[config.mk]
export PLATFORM = sky130hd
export DESIGN_NAME = univ_shift_reg
export DESIGN_NICKNAME = d
export VERILOG_FILES = /design/src/rtl/univ_shift_reg.sv
export SDC_FILE = /design/constraint.sdc
export NUM_CORES = 1
export LEC_CHECK = 0
export CORE_UTILIZATION = 48
export DETAILED_ROUTE_END_ITERATION = 7
export HOLD_SLACK_MARGIN = 0.05
export PLACE_DENSITY = 0.87
export SYNTH_ARGS = -nofsm -noshare
export SYNTH_HDL_FRONTEND = slang
export SYNTH_SLANG_ARGS = --single-unit
export TNS_END_PERCENT = 5
[constraint.sdc]
create_clock -name clk -period 2.8 [get_ports clk]
set_clock_uncertainty 0.1 [all_clocks]
set_input_delay 0.42 -clock clk [delete_from_list [all_inputs] [get_ports clk]]
set_output_delay 0.42 -clock clk [all_outputs]
set_load 0.02 [all_outputs]
[src/rtl/univ_shift_reg.sv]
// Universal shift register with four per-cycle modes: hold, shift, parallel
// load and rotate. Each cycle it can take in a serial bit, load a parallel
// word, or rotate in place. When a full word has been shifted in, that word
// is copied to po and word_valid pulses for one cycle.
module univ_shift_reg #(
    parameter int WIDTH     = 8,
    parameter bit LSB_FIRST = 1'b0,
    localparam int CW       = $clog2(WIDTH)
) (
    input  logic             clk,
    input  logic             reset,
    input  logic             en,
    input  logic [1:0]       mode,
    input  logic             si,
    input  logic [WIDTH-1:0] pi,
    output logic             so,
    output logic [WIDTH-1:0] po,
    output logic             word_valid,
    output logic [CW-1:0]    bit_cnt
);

    localparam logic [1:0]    MODE_HOLD  = 2'b00;
    localparam logic [1:0]    MODE_SHIFT = 2'b01;
    localparam logic [1:0]    MODE_LOAD  = 2'b10;
    localparam logic [1:0]    MODE_ROT   = 2'b11;
    localparam logic [CW-1:0] CNT_LAST   = CW'(WIDTH - 1);

    logic [WIDTH-1:0] sr;
    logic [WIDTH-1:0] sr_shift;
    logic [WIDTH-1:0] sr_rot;

    // Next-value candidates for shift and rotate in the configured direction
    always_comb begin
        if (LSB_FIRST) begin
            sr_shift = {si, sr[WIDTH-1:1]};
            sr_rot   = {sr[0], sr[WIDTH-1:1]};
        end else begin
            sr_shift = {sr[WIDTH-2:0], si};
            sr_rot   = {sr[WIDTH-2:0], sr[WIDTH-1]};
        end
    end

    // Register update; reset dominates, word_valid is a single-cycle strobe
    always_ff @(posedge clk) begin
        if (!reset) begin
            sr         <= '0;
            po         <= '0;
            word_valid <= 1'b0;
            bit_cnt    <= '0;
        end else begin
            word_valid <= 1'b0;
            if (en) begin
                case (mode)
                    MODE_SHIFT: begin
                        sr <= sr_shift;
                        if (bit_cnt == CNT_LAST) begin
                            bit_cnt    <= '0;
                            po         <= sr_shift;
                            word_valid <= 1'b1;
                        end else begin
                            bit_cnt <= bit_cnt + CW'(1);
                        end
                    end
                    MODE_LOAD: begin
                        // a load abandons any partially shifted word
                        sr      <= pi;
                        bit_cnt <= '0;
                    end
                    MODE_ROT: begin
                        sr <= sr_rot;
                    end
                    MODE_HOLD: begin
                        sr <= sr;
                    end
                    default: begin
                        sr <= sr;
                    end
                endcase
            end
        end
    end

    // Outgoing bit depends only on the register, never on inputs
    assign so = LSB_FIRST ? sr[0] : sr[WIDTH-1];

endmodule

# == Yosys cells after proc, flatten, opt, wreduce, memory -nomap -nowiden ==
# Cells that the tools add are included.
# word_totals
out_inout_bits,13
word_cells,20
in_bits,14
reg_bits,20
# classes
eq_ne,4
n_reduce_logical,6
n_mux,4
bitwise,1
n_addsub,1
# op_table
operator,count
8-bit one-hot mux with 3 select lines,1
3-bit one-hot mux with 2 select lines,1
3-bit AND reduction,2
2-bit == test (second input constant),2
2-bit AND reduction,2
3-bit by 1-bit adder with 3-bit output (second input constant),1
3-bit == test (second input constant),1
3-bit two-way mux,1
2-bit by 1-bit == test with 1-bit output (second input constant),1
2-bit logical NOT,1
2-bit nonzero test,1
1-bit two-way mux,1
1-bit inverter,1

# == Depth between registers and ports, before layout ==
# Gate-level depths: netlist of run 1.
# logic_depth
depth_word,3
depth_mapped,6
ltp_nobuf,5

# == Worst setup path after synthesis of run 1 ==
# OpenSTA, ideal clock, no wires.
# synth_timing
kind,register -> register
from,reg bit_cnt[0]
to,reg bit_cnt[0]
setup_time_ns,0.070
required_time_ns,2.630
path_buffers,0
period_less_slack_ns,1.511
setup_slack_ns,1.289
path_stages_with_launch,5
t_arrival_ns,1.341
cell_sequence,dfxtp_1 > ha_1 > ha_1 > or4_1 > a21boi_1
# synth_between
elab_chain_len,3
elab_cells_between_ends,4
classes_between,1 x add/sub; 1 x eq/ne; 2 x mux
# synth_lines
item,line_no,text
from (decl),19,output logic [CW-1:0] bit_cnt
from (signal assigned),61,bit_cnt <= bit_cnt + CW'(1);
3-bit by 1-bit adder with 3-bit output or 3-bit == test (tied branches),"61, 56",
3-bit two-way mux *,56,if (bit_cnt == CNT_LAST) begin
3-bit one-hot mux with 2 select lines *,53,case (mode)
# Mark *: on every way between the ends. The rest lies on a longest branch, timed or not.
# A chain may end at the register's enable or synchronous reset.

# == Worst setup path after layout of run 1 ==
# layout_timing
from,in mode[0]
to,reg sr[7]
# layout_between
elab_chain_len,3
elab_cells_between_ends,7
classes_between,3 x eq/ne; 1 x mux; 1 x bitwise; 2 x reduce/logical
# layout_lines
item,line_no,text
from (decl),13,"input logic [1:0] mode,"
"parallel branches: the longest is 3 deep, another holds 8-bit one-hot mux with 3 select lines",-,
to (signal assigned),55,sr <= sr_shift;
to (signal assigned),66,sr <= pi;
to (signal assigned),70,sr <= sr_rot;
to (decl),28,logic [WIDTH-1:0] sr;
# Parallel ways; which one is timed is not known.

==> qor.csv, run 1 <==
metric,value,unit
netlist_area,872,µm²
fillers,131,
grt-ovfl-total,0,
dpl.hpwl,1.32,mm
cts_buffers,3,
clk_latency,0.31,ns
hold_viol_final,0,
wl_met3,142,µm
antenna_found_initial,0,
cts_resized,0,
synth.distinct_cells,22,
critPathCapture,sr[7]$_SDFFE_PN0P_,
routed_via_density,5.25,
areaGrowthSynthToFinish,36.7,%
relSlewSlack,66.6,%
synth_seq_area_share,45.9,%
met2_wirelength,868,µm
reg2regPathDepth,5,
die-area,1990,µm²
cts_hold_buffers,0,
synth-seq-cells,20,
yosysTopAreaCell,dfxtp_1,
vdd_drop_max,0.476,mV
netlist_instances,97,
fin_tns_setup,0,ns
syn_nets,117,
synth_edf_count,0,
worst_pin_slew,0.500,ns
wire_per_inst,12.2,µm
ant_nets,0,
slew_violations,0,
netlist_top_cells_area,"dfxtp_1 46%, a21boi_0 8.6%, ha_1 8.6%, nand2_1 8.2%, a22oi_1 6.0%",
worstPathArrival,1.94,ns
run_status,"complete, but fails checks",
fmaxAchievable,0.537,GHz
layout-drive-gt1-share,4.10,%
maxCapViolCount,0,
r2r_slack,1.24,ns
cts_tree,yes,
fin_nets,143,
synth_top_area_share,45.9,%
wl_met1,761,µm
r2r-end,po[6]$_SDFFE_PN0P_,
reg2reg_from,bit_cnt[0]$_SDFFE_PN0P_,
rsz0062_at_grt,false,
final_common_cell,clkdlybuf4s50_1,
vias,772,
finalCriticalPeriod,1.86,ns
synth_warnings,0,
setup.worst_path.end_class,flip-flop,
io_pins,27,
numClockSinks,20,
track_usage,20.3,%
hp-class,reg -> reg,
dieHeight,44.6,µm
start_util,51.1,%
highest_layer,met4,
cp_max_fo,13,
grt_pass1_vias,663,
die_w,44.6,µm
worstSetupStartpointType,input port,
syn_area_per_cell,8.99,µm²
path_class,in -> reg,
drc,1,
synthFlopType,dfxtp_1,
startpoint,mode[0],
ctsHtreeMaxLevel,1,
min_period_over_period,66.5,%
post-cts-setup-buffers,0,
p_per_area,513,nW/µm²
first_pass_iters,6,
grt_pass1_wl,2.88,mm
cp_data_required_time,2.88,ns
clk_root_buffer_cell,clkbuf_4,
synthArstFlopShare,0,%
num_rows,15,
p_total,0.611,mW
final_cell_mix,"26 x clkdlybuf4s50_1, 20 x dfxtp_1, 19 x nand2_1",
wirelength,1.80,mm
finalSetupViolCount,0,
antenna_cells,0,
port-buffer-count,26,
path_clk_slew,0.11,ns
power_leakage,0.439,nW
gp_congestion,0.789,
cts_buffer_depth,2,
grt_start_max_net_pins,21,
violations,DRC,
first_iter_violations,11,
core_area,1710,µm²
==> final cells by class <==
cell class | instances | area (µm²) | share of cell area (%)
multi-input cells | 70 | 440 | 36.9
flip-flops and latches | 20 | 400 | 33.6
repair buffers | 26 | 260 | 21.8
well taps | 25 | 31.3 | 2.62
clock inverters | 1 | 30.0 | 2.52
clock buffers | 3 | 22.5 | 1.89
inverters | 2 | 7.51 | 0.630
==> cell families (layout without fill, tap and decap cells) <==
group / Yosys count / after routing / share of synthesized area (%)
AO/OA/AOI/OAI: 35 / 35 / 25.7
AND/OR/NAND/NOR: 29 / 29 / 16.2
flip-flops: 20 / 20 / 45.9
buffers and inverters: 7 / 32 / 3.59
adder cells (fa/ha/maj): 6 / 6 / 8.61
==> worst min-delay path by stage <==
stage	start	to	cells past startpoint
after floorplan	sr[0]$_SDFFE_PN0P_	po[1]$_SDFFE_PN0P_	2
after global placement	po[1]$_SDFFE_PN0P_	po[1]$_SDFFE_PN0P_	2
after detailed placement	po[2]$_SDFFE_PN0P_	po[2]$_SDFFE_PN0P_	2
after CTS	po[2]$_SDFFE_PN0P_	po[2]$_SDFFE_PN0P_	2
after global routing	po[4]$_SDFFE_PN0P_	po[4]$_SDFFE_PN0P_	2
final	po[2]$_SDFFE_PN0P_	po[2]$_SDFFE_PN0P_	2
==> cells in the mapped netlist (all sizes together) (2+ instances only) <==
cell type and instances:
dfxtp 20, nand2 20, a21boi 11, a21oi 8, o21ai 8, a22oi 7
ha 6, clkbuf 3, buf 2, inv 2, nand4b 2
==> flip-flops by register name (all words and copies together) (netlist names) <==
| register | count |
|---|---|
| word_valid | 1 |
| sr | 8 |
| bit_cnt | 3 |
| po | 8 |
==> per-stage QoR <==
step                utilization [%]  instance area [µm²]  setup WS (ns)  instances  hold WS (ns)
finish                         69.8                 1190          0.937        147         0.374
global route                   69.8                 1190          0.766        147         0.400
detailed placement             66.7                 1140          0.605        143         0.363
floorplan                         -                  872           1.29         97         0.351
global placement               66.7                 1140          0.664        143         0.354
CTS                            69.8                 1190          0.936        147         0.379
==> power by group <==
group | total (mW) | switching (mW) | leakage [nW] | internal, mW
Clock | 0.237 | 0.0925 | 0.0279 | 0.145
Sequential | 0.303 | 0.00848 | 0.163 | 0.295
Combinational | 0.0707 | 0.0330 | 0.248 | 0.0377
Total | 0.611 | 0.134 | 0.439 | 0.477
==> per-layer routing <==
layer  track usage, %  vias to the layer above
met5                0                        -
met1             24.2                      343
met3             6.94                        5
met4             8.48                        0
met2             33.2                       30
li1                 -                      394
==> critical path, cell delays in order <==
cell	delay [ns]
clkdlybuf4s50_1	0.45
inv_1	0.10
ha_1	0.40
nand2b_1	0.25
a22oi_1	0.21
a21oi_1	0.11
No activity file was read; power rests on OpenSTA's default activity.
==> run 2: changes to the inputs <==
--- a/config.mk
+++ b/config.mk
@@ -5,10 +5,10 @@
 export SDC_FILE = /design/constraint.sdc
 export NUM_CORES = 1
 export LEC_CHECK = 0
-export CORE_UTILIZATION = 48
+export CORE_UTILIZATION = 44
 export DETAILED_ROUTE_END_ITERATION = 7
 export HOLD_SLACK_MARGIN = 0.05
-export PLACE_DENSITY = 0.87
+export PLACE_DENSITY = 0.81
 export SYNTH_ARGS = -nofsm -noshare
 export SYNTH_HDL_FRONTEND = slang
 export SYNTH_SLANG_ARGS = --single-unit
==> constraint.sdc (replaced) <==
create_clock -name clk -period 1.9 [get_ports clk]
set_clock_uncertainty 0.1 [all_clocks]
set_input_delay 0.285 -clock clk [delete_from_list [all_inputs] [get_ports clk]]
set_output_delay 0.285 -clock clk [all_outputs]
set_load 0.02 [all_outputs]
==> run 2 against run 1 <==
The flow now finishes without violations. Critical endpoint is now bit_cnt[0]. Worst setup slack got worse by 0.75 ns. Combinational power grew 68%. Die area increased by 8.7%. Routed wire length rose by 8.6%. Total power increased by 33%. Cell count rose by 3.4%.
==> qor.csv, run 2 (synthesis gave the netlist of run 1 again) <==
metric,value,unit,change
vias,791,,+2.5%
gp_congestion,0.853,,+8.2%
slew_violations,0,,unchanged
critPathCapture,bit_cnt[0],,
cp_top_family,buffers and inverters,,
reg2regPathDepth,5,,unchanged
clk_root_buffer_cell,clkbuf_4,,
grt_pass1_vias,744,,+12%
first_pass_iters,4,,-2
r2r_slack,0.35,ns,-0.89 ns
layout-drive-gt1-share,7.87,%,+3.8 points
worstSetupStartpointType,flip-flop,,
antenna_cells,0,,unchanged
first_iter_violations,24,,+13
startpoint,bit_cnt[0]$_SDFFE_PN0P_,,
grt_pass1_wl,3.20,mm,+11%
antenna_found_initial,0,,unchanged
p_clk_share,30.3,%,-8.5 points
cp.depth,1,,-5
dpl.hpwl,1.42,mm,+7.9%
numClockSinks,20,,unchanged
final_common_cell,clkdlybuf4s50_1,,
cts_hold_buffers,0,,unchanged
rsz0062_at_grt,false,,
slowest_stage,clkdlybuf4s50_1,,
die_w,46.5,µm,+4.2%
drc,0,,-1
wirelength,1.95,mm,+8.6%
min_period_over_period,90.3,%,
p_sw_share,23.9,%,+2.0 points
num_rows,15,,unchanged
cts_tree,yes,,
fin_tns_setup,0,ns,unchanged
maxCapViolCount,0,,unchanged
core_area,1780,µm²,+4.4%
internal-power,0.619,mW,+30%
top_regs,"po: 8 flops, sr: 8 flops, bit_cnt: 3 flops",,
place_ws,-0.0412,ns,-0.646 ns
finalCriticalPeriod,1.72,ns,
port-buffer-count,26,,unchanged
worstPathArrival,1.33,ns,-0.61 ns
ant_nets,0,,unchanged
grt_start_max_net_pins,21,,unchanged
die-area,2160,µm²,+8.7%
hp-class,reg -> reg,,
relSlewSlack,63.7,%,-2.9 points
r2r-end,po[2]$_SDFFE_PN0P_,,
ctsHtreeMaxLevel,1,,unchanged
io_pins,27,,unchanged
p_per_area,663,nW/µm²,+29%
routed_via_density,5.20,,-0.91%
setup.worst_path.end_class,output pin,,
path_class,reg -> out,,
power_leakage,0.460,nW,+4.9%
reg2reg_from,bit_cnt[0]$_SDFFE_PN0P_,,
switching_power,0.194,mW,+45%
grt-ovfl-total,0,,unchanged
slowest_delay,0.63,ns,+0.18 ns
cp_cell_sequence,clkdlybuf4s50_1,,
layout_setup_ws,0.184,ns,-0.754 ns
path_clk_slew,0.11,ns,about the same
cp_max_fo,4,,-9
cts_buffers,3,,unchanged
p_comb_share,14.6,%,+3.0 points
wire_per_inst,12.9,µm,+5.0%
start_util,48.9,%,-2.1 points
cts_buffer_depth,2,,unchanged
final_cell_mix,"26 x clkdlybuf4s50_1, 20 x dfxtp_1, 19 x nand2_1",,
seq_power_share,55.0,%,+5.4 points
dieHeight,46.5,µm,+4.2%
vdd_drop_max,0.340,mV,-29%
cp_data_required_time,1.51,ns,-1.37 ns
hold_viol_final,0,,unchanged
worst_pin_slew,0.543,ns,+0.0433 ns
crit_buf_inv,1,,-1
clk_latency,0.30,ns,about the same
run_status,finished clean,,
fin_nets,148,,+3.5%
areaGrowthSynthToFinish,40.6,%,
post-cts-setup-buffers,0,,unchanged
track_usage,22.3,%,+2.0 points
fmaxAchievable,0.583,GHz,
cts_resized,0,,unchanged
finalSetupViolCount,0,,unchanged
==> run 2: cell count changes in the layout (fill, tap and decap cells not counted), sizes merged <==
cell	before	now
clkbuf	3	4
buf	0	5
bufinv	1	0
==> run 2: layer usage <==
layer / up-vias / wire length (µm) / GRT usage [%]
li1: 402 / - / -
met1: 356 / 847 / 23.9
met2: 27 / 924 / 36.1
met3: 6 / 109 / 6.27
met4: 0 / 74 / 17.6
met5: - / 0 / 0
==> run 2: worst min-delay path by stage <==
stage | from | end | cells after the start
after global placement | po[3]$_SDFFE_PN0P_ | po[3]$_SDFFE_PN0P_ | 2
after floorplan | si | po[0]$_SDFFE_PN0P_ | 2
final | po[3]$_SDFFE_PN0P_ | po[3]$_SDFFE_PN0P_ | 2
after CTS | po[3]$_SDFFE_PN0P_ | po[3]$_SDFFE_PN0P_ | 2
after detailed placement | po[3]$_SDFFE_PN0P_ | po[3]$_SDFFE_PN0P_ | 2
after global routing | po[5]$_SDFFE_PN0P_ | po[5]$_SDFFE_PN0P_ | 2
==> run 2: per-stage QoR <==
step	cells	power (mW)	utilization [%]	instance area [µm²]	hold slack [ns]
floorplan	97	0.510	-	872	0.330
global placement	148	0.570	66.7	1190	0.352
detailed placement	148	0.575	66.7	1190	0.361
CTS	152	0.821	68.8	1230	0.377
global route	152	0.847	68.8	1230	0.401
finish	152	0.813	68.8	1230	0.373
==> run 2: power by group through the flow <==
stage | Clock (mW) | Sequential, mW | Combinational, mW
5_1_grt | 0.269 | 0.448 | 0.130
2_1_floorplan | 0 | 0.457 | 0.0527
4_1_cts | 0.255 | 0.447 | 0.119
3_3_place_gp | 0 | 0.455 | 0.115
3_5_place_dp | 0 | 0.456 | 0.119
6_report | 0.247 | 0.447 | 0.119
==> run 2: layout make-up <==
| class | instances | area [µm²] |
|---|---|---|
| Clock buffer | 4 | 36.3 |
| Fill cell | 145 | 557 |
| Inverter | 2 | 7.51 |
| Multi-Input combinational cell | 70 | 440 |
| Sequential cell | 20 | 400 |
| Tap cell | 25 | 31.3 |
| Timing Repair Buffer | 31 | 310 |
==> run 3: changes to the inputs <==
--- a/config.mk
+++ b/config.mk
@@ -6,6 +6,7 @@
 export NUM_CORES = 1
 export LEC_CHECK = 0
 export CORE_UTILIZATION = 44
+export CTS_CLUSTER_SIZE = 14
 export DETAILED_ROUTE_END_ITERATION = 7
 export HOLD_SLACK_MARGIN = 0.05
 export PLACE_DENSITY = 0.81
==> results of run 3 <==
Final layout, timing and power as in run 2 (identical DEF).
